[src/rtl/fetch_stage_if.sv]
// Bundles the run/redirect controls, the instruction-memory req/ack bus and the
// IF/ID valid/ready bus. "master" is the fetch stage; "slave" is memory + decode.
interface fetch_stage_if #(
  parameter int DATA_WIDTH = 32,
  parameter int ADDR_WIDTH = 32
);
  logic                  trigger;
  logic                  redirect;
  logic [ADDR_WIDTH-1:0] redirect_target;
  logic                  imem_req;
  logic [ADDR_WIDTH-1:0] imem_addr;
  logic                  imem_ack;
  logic [DATA_WIDTH-1:0] imem_rdata;
  logic                  id_valid;
  logic                  id_ready;
  logic [DATA_WIDTH-1:0] id_instr;
  logic [ADDR_WIDTH-1:0] id_pc;
  logic [ADDR_WIDTH-1:0] id_pcplus4;
  logic                  misaligned;

  modport master (
    input  trigger, redirect, redirect_target, imem_ack, imem_rdata, id_ready,
    output imem_req, imem_addr, id_valid, id_instr, id_pc, id_pcplus4, misaligned
  );

  modport slave (
    output trigger, redirect, redirect_target, imem_ack, imem_rdata, id_ready,
    input  imem_req, imem_addr, id_valid, id_instr, id_pc, id_pcplus4, misaligned
  );
endinterface

[src/rtl/fetch_stage.sv]
// Instruction-fetch front end: owns the PC, drives a variable-latency imem
// req/ack bus and feeds decode through an IF/ID register with a one-entry skid.
module fetch_stage #(
  parameter int                    DATA_WIDTH   = 32,
  parameter int                    ADDR_WIDTH   = 32,
  parameter logic [ADDR_WIDTH-1:0] RESET_VECTOR = '0
) (
  input  logic           CLK,
  input  logic           rst,
  fetch_stage_if.master  bus
);

  typedef enum logic [2:0] {S_IDLE, S_FETCH, S_HOLD, S_DRAIN, S_HALT} state_t;

  state_t                r_state, w_state_nxt;
  logic [ADDR_WIDTH-1:0] r_pc, w_pc_nxt;
  logic                  r_req, w_req_nxt;
  logic [ADDR_WIDTH-1:0] r_addr, w_addr_nxt;
  logic                  r_id_valid, w_id_valid_nxt;
  logic [DATA_WIDTH-1:0] r_id_instr, w_id_instr_nxt;
  logic [ADDR_WIDTH-1:0] r_id_pc, w_id_pc_nxt;
  logic [DATA_WIDTH-1:0] r_skid_instr, w_skid_instr_nxt;
  logic [ADDR_WIDTH-1:0] r_skid_pc, w_skid_pc_nxt;
  logic                  r_mis, w_mis_nxt;

  logic                  w_ack, w_pending, w_slot_free, w_redir, w_tgt_mis;
  logic [ADDR_WIDTH-1:0] w_pc_plus4;

  // r_req is only ever high in FETCH/DRAIN, so it qualifies acks on its own
  assign w_ack       = r_req & bus.imem_ack;
  assign w_pending   = r_req & ~bus.imem_ack;
  assign w_slot_free = ~r_id_valid | bus.id_ready;
  assign w_redir     = bus.redirect & ~r_mis;
  assign w_tgt_mis   = (bus.redirect_target[1:0] != 2'b00);
  assign w_pc_plus4  = r_pc + ADDR_WIDTH'(4);

  always_comb begin
    w_state_nxt      = r_state;
    w_pc_nxt         = r_pc;
    w_req_nxt        = r_req;
    w_addr_nxt       = r_addr;
    w_id_valid_nxt   = r_id_valid & ~bus.id_ready;
    w_id_instr_nxt   = r_id_instr;
    w_id_pc_nxt      = r_id_pc;
    w_skid_instr_nxt = r_skid_instr;
    w_skid_pc_nxt    = r_skid_pc;
    w_mis_nxt        = r_mis;

    case (r_state)
      S_IDLE: begin
        if (bus.trigger) begin
          w_state_nxt = S_FETCH;
          w_req_nxt   = 1'b1;
          w_addr_nxt  = r_pc;
        end
      end
      S_FETCH: begin
        if (w_ack) begin
          w_pc_nxt   = w_pc_plus4;
          w_addr_nxt = w_pc_plus4;
          if (w_slot_free) begin
            w_id_valid_nxt = 1'b1;
            w_id_instr_nxt = bus.imem_rdata;
            w_id_pc_nxt    = r_pc;
            if (!bus.trigger) begin
              w_state_nxt = S_IDLE;
              w_req_nxt   = 1'b0;
            end
          end else begin
            w_skid_instr_nxt = bus.imem_rdata;
            w_skid_pc_nxt    = r_pc;
            w_req_nxt        = 1'b0;
            w_state_nxt      = S_HOLD;
          end
        end
      end
      S_HOLD: begin
        if (bus.id_ready) begin
          w_id_valid_nxt = 1'b1;
          w_id_instr_nxt = r_skid_instr;
          w_id_pc_nxt    = r_skid_pc;
          w_state_nxt    = bus.trigger ? S_FETCH : S_IDLE;
          w_req_nxt      = bus.trigger;
          w_addr_nxt     = r_pc;
        end
      end
      S_DRAIN: begin
        if (w_ack) begin
          w_addr_nxt = r_pc;
          if (r_mis) begin
            w_state_nxt = S_HALT;
            w_req_nxt   = 1'b0;
          end else begin
            w_state_nxt = bus.trigger ? S_FETCH : S_IDLE;
            w_req_nxt   = bus.trigger;
          end
        end
      end
      default: begin
        w_req_nxt = 1'b0;
      end
    endcase

    // Redirect overrides everything above. An outstanding request is never
    // withdrawn: it is drained first and its data dropped. A redirect that
    // coincides with the draining ack already counts as drained.
    if (w_redir) begin
      w_id_valid_nxt = 1'b0;
      if (w_tgt_mis) begin
        w_mis_nxt = 1'b1;
        w_pc_nxt  = r_pc;
        if (w_pending) begin
          w_state_nxt = S_DRAIN;
          w_req_nxt   = 1'b1;
          w_addr_nxt  = r_addr;
        end else begin
          w_state_nxt = S_HALT;
          w_req_nxt   = 1'b0;
          w_addr_nxt  = r_addr;
        end
      end else begin
        w_pc_nxt = bus.redirect_target;
        if (w_pending) begin
          w_state_nxt = S_DRAIN;
          w_req_nxt   = 1'b1;
          w_addr_nxt  = r_addr;
        end else begin
          w_state_nxt = bus.trigger ? S_FETCH : S_IDLE;
          w_req_nxt   = bus.trigger;
          w_addr_nxt  = bus.redirect_target;
        end
      end
    end
  end

  always_ff @(posedge CLK) begin
    if (rst) begin
      r_state      <= S_IDLE;
      r_pc         <= RESET_VECTOR;
      r_req        <= 1'b0;
      r_addr       <= RESET_VECTOR;
      r_id_valid   <= 1'b0;
      r_id_instr   <= '0;
      r_id_pc      <= '0;
      r_skid_instr <= '0;
      r_skid_pc    <= '0;
      r_mis        <= 1'b0;
    end else begin
      r_state      <= w_state_nxt;
      r_pc         <= w_pc_nxt;
      r_req        <= w_req_nxt;
      r_addr       <= w_addr_nxt;
      r_id_valid   <= w_id_valid_nxt;
      r_id_instr   <= w_id_instr_nxt;
      r_id_pc      <= w_id_pc_nxt;
      r_skid_instr <= w_skid_instr_nxt;
      r_skid_pc    <= w_skid_pc_nxt;
      r_mis        <= w_mis_nxt;
    end
  end

  assign bus.imem_req   = r_req;
  assign bus.imem_addr  = r_addr;
  assign bus.id_valid   = r_id_valid;
  assign bus.id_instr   = r_id_instr;
  assign bus.id_pc      = r_id_pc;
  assign bus.id_pcplus4 = r_id_pc + ADDR_WIDTH'(4);
  assign bus.misaligned = r_mis;

endmodule

[src/flat_wrapper.sv]
// flat-port wrapper written by rule: the top's interface ports become plain ports
module fetch_stage_flat 
#(
  parameter int                    DATA_WIDTH   = 32,
  parameter int                    ADDR_WIDTH   = 32,
  parameter logic [ADDR_WIDTH-1:0] RESET_VECTOR = '0
)
  (CLK, rst, bus_trigger, bus_redirect, bus_redirect_target, bus_imem_ack, bus_imem_rdata, bus_id_ready, bus_imem_req, bus_imem_addr, bus_id_valid, bus_id_instr, bus_id_pc, bus_id_pcplus4, bus_misaligned);
  fetch_stage_if #(.DATA_WIDTH(DATA_WIDTH), .ADDR_WIDTH(ADDR_WIDTH)) bus_i ();
  input  logic CLK;
  input  logic rst;
  input wire logic [$bits(bus_i.trigger)-1:0] bus_trigger;
  input wire logic [$bits(bus_i.redirect)-1:0] bus_redirect;
  input wire logic [$bits(bus_i.redirect_target)-1:0] bus_redirect_target;
  input wire logic [$bits(bus_i.imem_ack)-1:0] bus_imem_ack;
  input wire logic [$bits(bus_i.imem_rdata)-1:0] bus_imem_rdata;
  input wire logic [$bits(bus_i.id_ready)-1:0] bus_id_ready;
  output wire logic [$bits(bus_i.imem_req)-1:0] bus_imem_req;
  output wire logic [$bits(bus_i.imem_addr)-1:0] bus_imem_addr;
  output wire logic [$bits(bus_i.id_valid)-1:0] bus_id_valid;
  output wire logic [$bits(bus_i.id_instr)-1:0] bus_id_instr;
  output wire logic [$bits(bus_i.id_pc)-1:0] bus_id_pc;
  output wire logic [$bits(bus_i.id_pcplus4)-1:0] bus_id_pcplus4;
  output wire logic [$bits(bus_i.misaligned)-1:0] bus_misaligned;
  assign bus_i.trigger = bus_trigger;
  assign bus_i.redirect = bus_redirect;
  assign bus_i.redirect_target = bus_redirect_target;
  assign bus_i.imem_ack = bus_imem_ack;
  assign bus_i.imem_rdata = bus_imem_rdata;
  assign bus_i.id_ready = bus_id_ready;
  assign bus_imem_req = bus_i.imem_req;
  assign bus_imem_addr = bus_i.imem_addr;
  assign bus_id_valid = bus_i.id_valid;
  assign bus_id_instr = bus_i.id_instr;
  assign bus_id_pc = bus_i.id_pc;
  assign bus_id_pcplus4 = bus_i.id_pcplus4;
  assign bus_misaligned = bus_i.misaligned;
  fetch_stage #(.DATA_WIDTH(DATA_WIDTH), .ADDR_WIDTH(ADDR_WIDTH), .RESET_VECTOR(RESET_VECTOR)) u_core (.CLK(CLK), .rst(rst), .bus(bus_i));
endmodule
[config.mk]
export PLATFORM = sky130hd
export DESIGN_NAME = fetch_stage_flat
export DESIGN_NICKNAME = d
export VERILOG_FILES = /design/src/rtl/fetch_stage_if.sv /design/src/rtl/fetch_stage.sv /design/src/flat_wrapper.sv
export SDC_FILE = /design/constraint.sdc
export NUM_CORES = 1
export LEC_CHECK = 0
export CAP_MARGIN = 15
export CORE_ASPECT_RATIO = 2
export CORE_MARGIN = 8
export CORE_UTILIZATION = 52
export DETAILED_ROUTE_END_ITERATION = 16
export GPL_ROUTABILITY_DRIVEN = 0
export GPL_TIMING_DRIVEN = 0
export PLACE_DENSITY = 0.89
export SETUP_SLACK_MARGIN = 0.3
export SKIP_CTS_REPAIR_TIMING = 1
export SYNTH_ARGS = -nofsm -noshare
export SYNTH_HDL_FRONTEND = slang
export SYNTH_SLANG_ARGS = --single-unit
[constraint.sdc]
create_clock -name CLK -period 2.85 [get_ports CLK]
set_clock_uncertainty 0.15 [all_clocks]
set_input_delay 0.285 -clock CLK [delete_from_list [all_inputs] [get_ports CLK]]
set_output_delay 0.285 -clock CLK [all_outputs]
set_load 0.02 [all_outputs]
==> summary.txt <==
Logic synthesis
  – Ys Warns: 0
  – Most area-hungry cell type in the Yosys netlist: dfxtp_1
  – Cell count after synthesis: 1247
  – Synth top area cells: dfxtp_1, nand2_1, mux2i_1
  – Syn_area_per_cell: 7.98 µm²
  – Synth async-reset ratio: 0%
  – Top-area cell type share of the netlist area: 39.9%
  – Synth Register Bits: 198
  – Seq/Total Area, Yosys: 39.9%
  – Synthesized area: 0.00995 mm²
  – Syn_nets: 1319
  – Top_reg_cell synth: dfxtp_1
  – EDFF count, synth: 0
  – Synth cell types: 74

Layout
  – ANT cells: 0
  – Final instance area: 0.0134 mm²
  – Layout cell share with drive strength beyond 1: 11.8%
  – Synth-to-Final Area Change: 34.4%
  – Most frequent cells in the layout: nand2_1, dfxtp_1, clkdlybuf4s50_1
  – Nets: 1558
  – Most common cell after layout, fill and taps aside: nand2_1
  – Layout fillers: 1429

Worst setup path
  – Worst r2r path cells: 7
  – Worst flop-to-flop path startpoint: u_core.r_pc[3]
  – Setup slack on the worst flop-to-flop path: 200 ps
  – CP required: 2410 ps
  – Slowest CP cell: dfxtp_4
  – Worst setup path start: u_core.bus.id_pc[9]
  – CP Cell Sequence: nand4_1 -> buf_6 -> nor4_4 -> buf_6 -> buf_12 -> nand2_2 -> nor3_4 -> xor2_1 -> dlymetal6s2s_1
  – Most used cell, CP: buf_6
  – WP data arrival: 2230 ps
  – CP startpoint kind: register
  – Largest stage delay, worst path: 370 ps
  – CP delay by family, top: buffers and inverters
  – CP endpoint kind: output pin
  – Worst path buffer plus inverter count: 4
  – Stages on the worst setup path: 9
  – Worst Setup EP: bus_id_pcplus4[31]
  – Reg-to-reg endpoint: u_core.bus.imem_addr[8]
  – Crit-path max FO: 6
  – WS Path Type: register to output pin

Power and ir drop
  – LEAKAGE: 4.72 nW
  – Pwr dens: 549 mW/mm²
  – Peak supply drop: 473 µV
  – Total chip power: 0.00734 W

CTS
  – Clk_lat worst skew: 440 ps
  – CTS tree: yes
  – Clock buffer depth: 2
  – Clk root buf: clkbuf_16
  – H-tree depth: 4
  – Clock transition at path regs: 70 ps
  – Inserted Clock Buffers: 17
  – Clk sink count: 198

Routing
  – ANT nets after route: 0
  – Via-to-Cell Ratio: 6.16
  – # DRC: 0
  – Routed length per instance: 21.3 µm
  – First DRT Iteration DRCs: 1018
  – Final WL: 37400 µm
  – DR vias: 10800
  – DR pass1 iterations: 7

Timing
  – Setup Viol. Count Final: 0
  – Max Clock Freq: 375 MHz
  – Max-slew headroom: 36.2%
  – Pins Over Slew Limit: 0
  – RSZ-0062 raised after global routing: true
  – Slew @ Worst Pin: 958 ps
  – Fin. Hold Viols: 0
  – Final worst-path cycle share: 93.7%
  – Minimum clock period: 2670 ps
  – Worst setup margin: 180 ps

Die
  – Cell row count: 71
  – Die area: 0.0241 mm²
  – Die width: 114 µm
  – Core area: 0.0187 mm²
  – Initial Utilization: 53.1%
  – Num ports: 201
  – Die height: 212 µm

Global route
  – Largest net degree at the start of global routing: 18
  – First-pass GRT wire length: 57100 µm
  – Overflow after GRT: 0
  – Vias in the first global route: 10700
  – Initial antenna violation count: 0
  – Total GRT Usage: 30.6%

Flow run
  – Max cap viols: 0

Place
  – PortBufs: 200
  – DP Area: 0.0123 mm²
  – Pre-CTS WS: -818 ps
  – HPWL Detailed: 27300 µm

Status
  – Status: finished, final reports clean

Worst hold path
  – Hold Crit Class: input pin to register
-- logic make-up (layout without fill, tap and decap cells) --
kind of cell	Yosys count	in the layout	synth area share, %
multiplexers	66	66	6.64
buffers and inverters	137	389	5.89
AND/OR/NAND/NOR	489	489	22.9
XOR/XNOR	49	49	4.31
AO/OA/AOI/OAI	306	306	20.1
adder cells (fa/ha/maj)	2	2	0.252
flip-flops	198	198	39.9
-- metrics by stage --
stage          std cells  TNS (ps)  util (%)  hold slack [ps]
2_1_floorplan       1247         0         -              271
3_3_place_gp        1702    -31590      65.4              289
3_5_place_dp        1703    -31830      65.5              296
4_1_cts             1735    -17940      68.8              256
5_1_grt             1754         0      71.3              268
6_report            1754         0      71.3              266
-- synthesized netlist by cell type (4+ instances only) --
| master | number |
|---|---|
| a211o_1 | 11 |
| a211oi_1 | 68 |
| a21oi_1 | 122 |
| a311o_1 | 5 |
| a311oi_1 | 4 |
| a31oi_1 | 10 |
| and2_1 | 6 |
| and3_1 | 7 |
| and4_1 | 5 |
| buf_1 | 10 |
| buf_2 | 29 |
| buf_4 | 5 |
| clkbuf_1 | 74 |
| dfxtp_1 | 198 |
| inv_1 | 15 |
| mux2i_1 | 66 |
| nand2_1 | 205 |
| nand2b_1 | 6 |
| nand3_1 | 43 |
| nand4_1 | 26 |
| nor2_1 | 122 |
| nor3_1 | 17 |
| nor4_1 | 15 |
| nor4_2 | 5 |
| o21ai_0 | 28 |
| o221ai_1 | 5 |
| o31ai_1 | 10 |
| o41ai_1 | 5 |
| or3_1 | 8 |
| or4_1 | 5 |
| xnor2_1 | 35 |
| xor2_1 | 14 |
-- final cells by class --
cell class | instances | area [µm²] | area share [%]
plain buffers | 121 | 572 | 4.28
clock buffers | 20 | 457 | 3.42
clock inverters | 12 | 164 | 1.23
inverters | 16 | 60.1 | 0.449
multi-input cells | 912 | 5580 | 41.8
flip-flops and latches | 198 | 4020 | 30.0
well taps | 255 | 319 | 2.39
repair buffers | 220 | 2200 | 16.5
-- worst min path at each step --
stage | startpoint | end | slack, ps | cells after the start
finish | bus_imem_rdata[16] | u_core.r_skid_instr[16] | 270 | 3
global placement | u_core.bus.imem_addr[10] | u_core.bus.imem_addr[10] | 290 | 2
CTS | bus_imem_rdata[16] | u_core.r_skid_instr[16] | 260 | 3
detailed placement | u_core.r_skid_instr[4] | u_core.r_skid_instr[4] | 300 | 2
global route | bus_imem_rdata[16] | u_core.r_skid_instr[16] | 270 | 3
floorplan | bus_imem_rdata[0] | u_core.r_skid_instr[0] | 270 | 2
-- where the power goes --
part / switching (W) / total, W / internal, W / leakage (nW)
combinational: 0.000994 / 0.00171 / 0.000716 / 2.80
sequential: 0.000152 / 0.00308 / 0.00293 / 1.62
clock: 0.00111 / 0.00255 / 0.00145 / 0.302
total: 0.00225 / 0.00734 / 0.00509 / 4.72
-- registers in the layout, summed over array words and instances (netlist names) --
register               cells
u_core.bus.id_instr       32
u_core.bus.id_pc          32
u_core.bus.imem_addr      32
u_core.r_pc               32
u_core.r_skid_instr       32
u_core.r_skid_pc          32
u_core.r_state             3
u_core.bus.id_valid        1
u_core.bus.imem_req        1
u_core.bus.misaligned      1
-- worst reg2reg max path: cells and delay by family, from the launching register on --
| family | cells | cell delay (ps) |
|---|---|---|
| xor+xnor | 1 | 150 |
| fa+ha+maj | 1 | 300 |
| buf+inv | 1 | 320 |
| flops | 1 | 560 |
| compound gates | 2 | 470 |
| simple gates | 2 | 630 |
-- layer usage --
metal | vias up | global-route usage (%) | share of wire [%]
met5 | - | 0 | 0
met4 | 0 | 23.5 | 9.4
met3 | 261 | 6.02 | 8.3
met2 | 711 | 54.2 | 50
met1 | 4928 | 30.7 | 33
li1 | 4899 | - | -
(Power assumes the default switching activity.)
